**src/rtl/uart_arb_pkg.sv**
```systemverilog
// Shared types for the UART transmit arbiter and its round-robin picker.
package uart_arb_pkg;

  // Largest requester count the arbiter is built for.
  localparam int MAX_REQ = 8;

  typedef logic [7:0] byte_t;

  // IDLE: no owner. SEND: byte presented to the transmitter.
  // HOLD: owner keeps the lock between bytes of one message.
  typedef enum logic [1:0] {
    IDLE = 2'd0,
    SEND = 2'd1,
    HOLD = 2'd2
  } arb_state_e;

endpackage

```
**src/rtl/rr_picker.sv**
```systemverilog
// Combinational round-robin picker: first set request bit at or after ptr_i,
// wrapping from N-1 back to 0.
module rr_picker #(
  parameter int N  = 4,
  parameter int IW = (N > 1) ? $clog2(N) : 1
) (
  input  logic [N-1:0]  req_i,
  input  logic [IW-1:0] ptr_i,
  output logic [IW-1:0] idx_o,
  output logic          found_o
);

  logic [IW:0] cand;

  // Scan N positions starting at the pointer; the first hit wins.
  always_comb begin
    idx_o   = '0;
    found_o = 1'b0;
    cand    = '0;
    for (int i = 0; i < N; i++) begin
      cand = {1'b0, ptr_i} + (IW+1)'(i);
      if (cand >= (IW+1)'(N)) cand = cand - (IW+1)'(N);
      if (!found_o && req_i[cand[IW-1:0]]) begin
        found_o = 1'b1;
        idx_o   = cand[IW-1:0];
      end
    end
  end

endmodule

```
**src/rtl/uart_tx_arbiter.sv**
```systemverilog
// Shares one strobe/busy UART transmitter among NUM_REQ byte streams.
// Ownership is held for a whole message (until a byte flagged last is sent)
// or until the owner stalls for LOCK_TIMEOUT cycles, so lines never interleave.
//
// Handshakes: a requester byte moves when req_valid_i[k] and req_ready_o[k]
// are both high in a cycle; the requester must hold valid/data/last stable
// until then. Towards the transmitter, a byte moves when tx_stb_o=1 and
// tx_busy_i=0; tx_stb_o/tx_data_o stay stable until that happens.
module uart_tx_arbiter
  import uart_arb_pkg::*;
#(
  parameter int NUM_REQ      = 4,
  parameter int LOCK_TIMEOUT = 1024
) (
  input  logic                 clk_i,
  input  logic                 reset_i,
  input  logic [NUM_REQ-1:0]   req_valid_i,
  input  logic [NUM_REQ*8-1:0] req_data_i,
  input  logic [NUM_REQ-1:0]   req_last_i,
  output logic [NUM_REQ-1:0]   req_ready_o,
  output logic [NUM_REQ-1:0]   grant_o,
  output logic                 tx_stb_o,
  output logic [7:0]           tx_data_o,
  input  logic                 tx_busy_i,
  output logic                 timeout_o,
  output logic [1:0]           dbg_state_o
);

  localparam int IW = (NUM_REQ > 1) ? $clog2(NUM_REQ) : 1;
  localparam int TW = (LOCK_TIMEOUT > 0) ? $clog2(LOCK_TIMEOUT + 1) : 1;
  localparam logic [TW-1:0] TIMER_LAST = (LOCK_TIMEOUT > 0) ? TW'(LOCK_TIMEOUT - 1) : '0;
  localparam logic [IW-1:0] OWNER_MAX  = IW'(NUM_REQ - 1);

  if (NUM_REQ < 2 || NUM_REQ > MAX_REQ) begin : g_bad_num_req
    $error("uart_tx_arbiter: NUM_REQ out of range");
  end

  arb_state_e    state_q, state_d;
  logic [IW-1:0] owner_q, owner_d;
  logic [IW-1:0] ptr_q, ptr_d;
  byte_t         data_q, data_d;
  logic          last_q, last_d;
  logic [TW-1:0] timer_q, timer_d;
  logic          timeout_q, timeout_d;

  logic [IW-1:0] pick_idx;
  logic          pick_found;
  logic [IW-1:0] sel_idx;
  logic [IW-1:0] owner_next;
  byte_t         sel_byte;
  logic          take;

  rr_picker #(.N(NUM_REQ), .IW(IW)) u_picker (
    .req_i   (req_valid_i),
    .ptr_i   (ptr_q),
    .idx_o   (pick_idx),
    .found_o (pick_found)
  );

  // In IDLE the picker chooses the source; otherwise only the owner is served.
  assign sel_idx    = (state_q == IDLE) ? pick_idx : owner_q;
  assign sel_byte   = req_data_i[8*sel_idx +: 8];
  assign owner_next = (owner_q == OWNER_MAX) ? '0 : owner_q + 1'b1;

  // Next-state logic: arbitration, message lock and stall timeout.
  always_comb begin
    state_d   = state_q;
    owner_d   = owner_q;
    ptr_d     = ptr_q;
    data_d    = data_q;
    last_d    = last_q;
    timer_d   = timer_q;
    timeout_d = 1'b0;
    take      = 1'b0;
    case (state_q)
      IDLE: begin
        if (pick_found) begin
          take    = 1'b1;
          owner_d = pick_idx;
          state_d = SEND;
        end
      end
      SEND: begin
        if (!tx_busy_i) begin
          if (last_q) begin
            state_d = IDLE;
            ptr_d   = owner_next;
          end else begin
            state_d = HOLD;
            timer_d = '0;
          end
        end
      end
      HOLD: begin
        if (req_valid_i[owner_q]) begin
          take    = 1'b1;
          state_d = SEND;
        end else if (LOCK_TIMEOUT != 0 && timer_q >= TIMER_LAST) begin
          state_d   = IDLE;
          timeout_d = 1'b1;
          ptr_d     = owner_next;
        end else if (timer_q != '1) begin
          timer_d = timer_q + 1'b1;
        end
      end
      default: state_d = IDLE;
    endcase
    if (take) begin
      data_d = sel_byte;
      last_d = req_last_i[sel_idx];
    end
  end

  // State and datapath registers, cleared asynchronously.
  always_ff @(posedge clk_i or negedge reset_i) begin
    if (!reset_i) begin
      state_q   <= IDLE;
      owner_q   <= '0;
      ptr_q     <= '0;
      data_q    <= '0;
      last_q    <= 1'b0;
      timer_q   <= '0;
      timeout_q <= 1'b0;
    end else begin
      state_q   <= state_d;
      owner_q   <= owner_d;
      ptr_q     <= ptr_d;
      data_q    <= data_d;
      last_q    <= last_d;
      timer_q   <= timer_d;
      timeout_q <= timeout_d;
    end
  end

  // Ready depends only on registered state and req_valid_i, never tx_busy_i;
  // it is forced low while reset is held.
  assign req_ready_o = (take && reset_i) ? (NUM_REQ'(1) << sel_idx) : '0;
  assign grant_o     = (state_q != IDLE) ? (NUM_REQ'(1) << owner_q) : '0;
  assign tx_stb_o    = (state_q == SEND);
  assign tx_data_o   = data_q;
  assign timeout_o   = timeout_q;
  assign dbg_state_o = state_q;

endmodule

```
**config.mk**
```make
export PLATFORM = sky130hd
export DESIGN_NAME = uart_tx_arbiter
export DESIGN_NICKNAME = d
export VERILOG_FILES = /design/src/rtl/uart_arb_pkg.sv /design/src/rtl/rr_picker.sv /design/src/rtl/uart_tx_arbiter.sv
export SDC_FILE = /design/constraint.sdc
export NUM_CORES = 1
export LEC_CHECK = 0
export BUFFER_PORTS_ARGS = -buffer_cell sky130_fd_sc_hd__buf_2
export CORE_AREA = 2 2 70 72
export DETAILED_ROUTE_END_ITERATION = 10
export DIE_AREA = 0 0 72 74
export PLACE_DENSITY_LB_ADDON = 0.3
export SLEW_MARGIN = 20
export SYNTH_ARGS = -nofsm -noshare
export SYNTH_HDL_FRONTEND = slang
export SYNTH_SLANG_ARGS = --single-unit
```
**constraint.sdc**
```tcl
create_clock -name clk_i -period 3.6 [get_ports clk_i]
set_input_delay 0.36 -clock clk_i [delete_from_list [all_inputs] [get_ports clk_i]]
set_output_delay 0.36 -clock clk_i [all_outputs]
set_load 0.005 [all_outputs]
```
==> summary.md <==
| Metric | Value |
|---|---|
| Status | `finished clean` |
| Setup crit start | `dbg_state_o[1]` |
| GRT Total Usage | `15.8%` |
| I/O Buffers | `62` |
| Vias | `roughly 1600` |
| RSZ-0062 raised after global routing | `false` |
| Router iterations before antenna repair | `4` |
| Crit path kind | `reg -> out` |
| Area grow syn2layout | `22.6%` |
| CTS max path bufs | `2` |
| Worst Hold Slack | `between 0.1 and 0.15 ns` |
| WL/cell | `approximately 14 um` |
| PD cells | `around 740 nW/um^2` |
| Setup violators final | `0` |
| Chain of cells forming the critical path | `nor2_2 -> a21boi_2 -> a21o_1 -> nand2_1 -> nor3_1 -> buf_2` |
| Number of H-tree levels | `1` |
| Die height | `between 70 and 80 um` |
| Top_reg_cell synth | `dfrtp_1` |
| Initial antenna violation count | `0` |
| CP top delay family | `simple AND/OR/NAND/NOR gates` |
| Post-synthesis cell area | `1790 um^2` |
| Root buffer cell | `clkbuf_8` |
| Routability cong. | `between 0.8 and 0.9` |
| Rel. slew slack | `approximately 50%` |
| Synth Register Bits | `27` |
| Total gr overflow | `0` |
| Clk sinks | `27` |
| Hold/Removal Path Class | `in -> async` |
| Number of inserted diodes | `0` |
| Most frequent cells in the layout | `buf_2 (62), dfrtp_1 (27), nor2_1 (20)` |
| DRT iter0 DRCs | `46` |
| Mapped Nets | `about 230` |
| Post-CTS Hold Fix Bufs | `0` |
| Filler cell count | `about 420` |
| Yosys warnings | `0` |
| Total die area | `5330 um^2` |
| Worst setup SP type | `register` |
| Syn_area_per_cell | `~10 um^2` |
| Min Tclk post-route | `roughly 2.8 ns` |
| CTS tree | `yes` |
| Worst-path fanout max | `11` |
| Final ANT Viol Nets | `0` |
| Slew Viols, Final | `0` |
| Initial core utilization | `between 30% and 40%` |
| Largest net degree at the start of global routing | `31` |
| CP required | `3.24 ns` |
| Async SR Flop Fraction | `100%` |
| Netlist cell types | `40` |
| Fmax | `~350 MHz` |
| Final nets | `between 200 and 300` |
| CTS Buf Count | `3` |
| Setup crit end kind | `output pin` |
| Vias in the first global route | `1399` |
| PostCTS Resize Cnt | `0` |
| CTS clock-pin slew for the worst setup and hold paths | `approximately 0.090 ns` |
| Post-synthesis sequential area ratio | `a little under two fifths` |
| CORE AREA | `~4600 um^2` |
| Most common cell after layout, fill and taps aside | `buf_2` |
| Post-Syn Instances | `178` |
| Post-synth EDFFs | `0` |
| Clk_lat worst skew | `~0.27 ns` |
| Die width | `72 um` |
| First-pass GRT wire length | `between 6 and 7 mm` |
| Max-cap violations | `0` |
| Largest incremental delay on the critical path | `0.43 ns` |
| Arrival @ worst endpoint | `2.48 ns` |
| Fin crit share | `around four fifths` |
| DR vias/cell | `roughly 5.3` |
| # IOs | `63` |
| # DRC | `0` |
| Post-Route WL | `between 4 and 5 mm` |
| Row count | `25` |
| Post-route setup TNS | `0 ns` |
| Final Skew | `about 0.0058 ns` |
| Hold Fails Final Rpt | `0` |
| Least-Margin Pin Slew | `around 0.75 ns` |
| Worst r2r src | `dbg_state_o[1]` |
| Post-DP HPWL | `roughly 3.2 mm` |
| Setup bufs post-CTS | `0` |
| Leakage | `1.08 nW` |
| Crit path max-delay cell type | `dfrtp_1` |
| Share of cells above drive strength 1 | `~37%` |
| Worst Path Buf+Inv | `1` |
| Worst IR Drop VDD | `approximately 0.43 mV` |
==> logic make-up after synthesis <==
group,Yosys count,share of synthesized area (%)
simple gates,75,24.9
mux,18,10.3
fa+ha+maj,5,3.50
xor+xnor,7,3.43
flops,27,37.8
buf+inv,10,3.01
compound gates,36,17.0
==> layer usage <==
metal  vias up  GRT usage, %  part of all wire (%)
met5         -             0                     0
met4         0          6.92                   2.1
met3         7          1.90                   3.2
met2        37          25.3                    49
met1       739          21.6                    46
li1        776             -                     -
==> sequential cells by signal, summed over array words and instances, names as in the netlist <==
signal	cells
timer_q	11
tx_data_o	8
dbg_state_o	2
owner_q	2
ptr_q	2
last_q	1
timeout_o	1
==> report_power, final <==
group	switching (W)	total, W	internal, W
registers	0.0000941	0.000499	0.000405
clock network	0.0000947	0.000172	0.0000776
logic	0.000533	0.000959	0.000426
total	0.000721	0.00163	0.000909
==> Yosys cell counts, types with 2 or more instances <==
cell	number	area, um^2
xor2_1	6	52.6
a211oi_1	8	60.1
buf_6	2	22.5
o21ai_0	6	30.0
and4bb_1	2	25.0
mux2i_1	15	150
nand3_1	6	30.0
nor2_1	20	75.1
a21oi_1	2	10.0
inv_1	5	18.8
nor2b_1	8	50.1
nand4_1	2	12.5
nor3_1	2	10.0
nand2b_1	3	18.8
mux2_2	3	33.8
and4_1	3	26.3
clkbuf_1	2	7.51
nor3b_1	10	75.1
and3_1	5	31.3
dfrtp_1	27	676
a21o_1	4	30.0
nand2_1	8	30.0
ha_1	5	62.6
a211oi_2	8	100
==> path summary, 6_finish.rpt <==
kind                            cells past startpoint  slack, ns              to
worst max-delay path                                6       0.76  req_ready_o[2]
worst min-delay path                                1       0.11      timer_q[6]
worst max register to register                      6       1.28          last_q
worst min register to register                      1       0.51    tx_data_o[0]
max in group asynchronous                           1       3.07        ptr_q[0]
min in group clk_i                                  2       0.35  dbg_state_o[0]
==> stage by stage <==
| stage | power (W) | instance area, um^2 | instances | util, % | worst slack (ns) |
|---|---|---|---|---|---|
| 3_3_place_gp | 0.00146 | 2140 | 291 | 46.6 | 1.13 |
| 5_1_grt | 0.00177 | 2190 | 295 | 47.6 | 0.507 |
| 4_1_cts | 0.00165 | 2190 | 295 | 47.6 | 0.721 |
| 2_1_floorplan | 0.00121 | 1790 | 178 | - | 1.55 |
| 6_report | 0.00163 | 2190 | 295 | 47.6 | 0.757 |
| 3_5_place_dp | 0.00148 | 2140 | 291 | 46.6 | 1.04 |
==> cell type report <==
| type | instances | area (um^2) | share of cell area, % |
|---|---|---|---|
| Timing Repair Buffer | 64 | 325 | 14.9 |
| Clock inverter | 1 | 5.00 | 0.229 |
| Tap cell | 54 | 67.6 | 3.09 |
| Multi-Input combinational cell | 141 | 1060 | 48.2 |
| Inverter | 5 | 18.8 | 0.857 |
| Sequential cell | 27 | 676 | 30.9 |
| Clock buffer | 3 | 41.3 | 1.89 |
(Power assumes the default switching activity.)
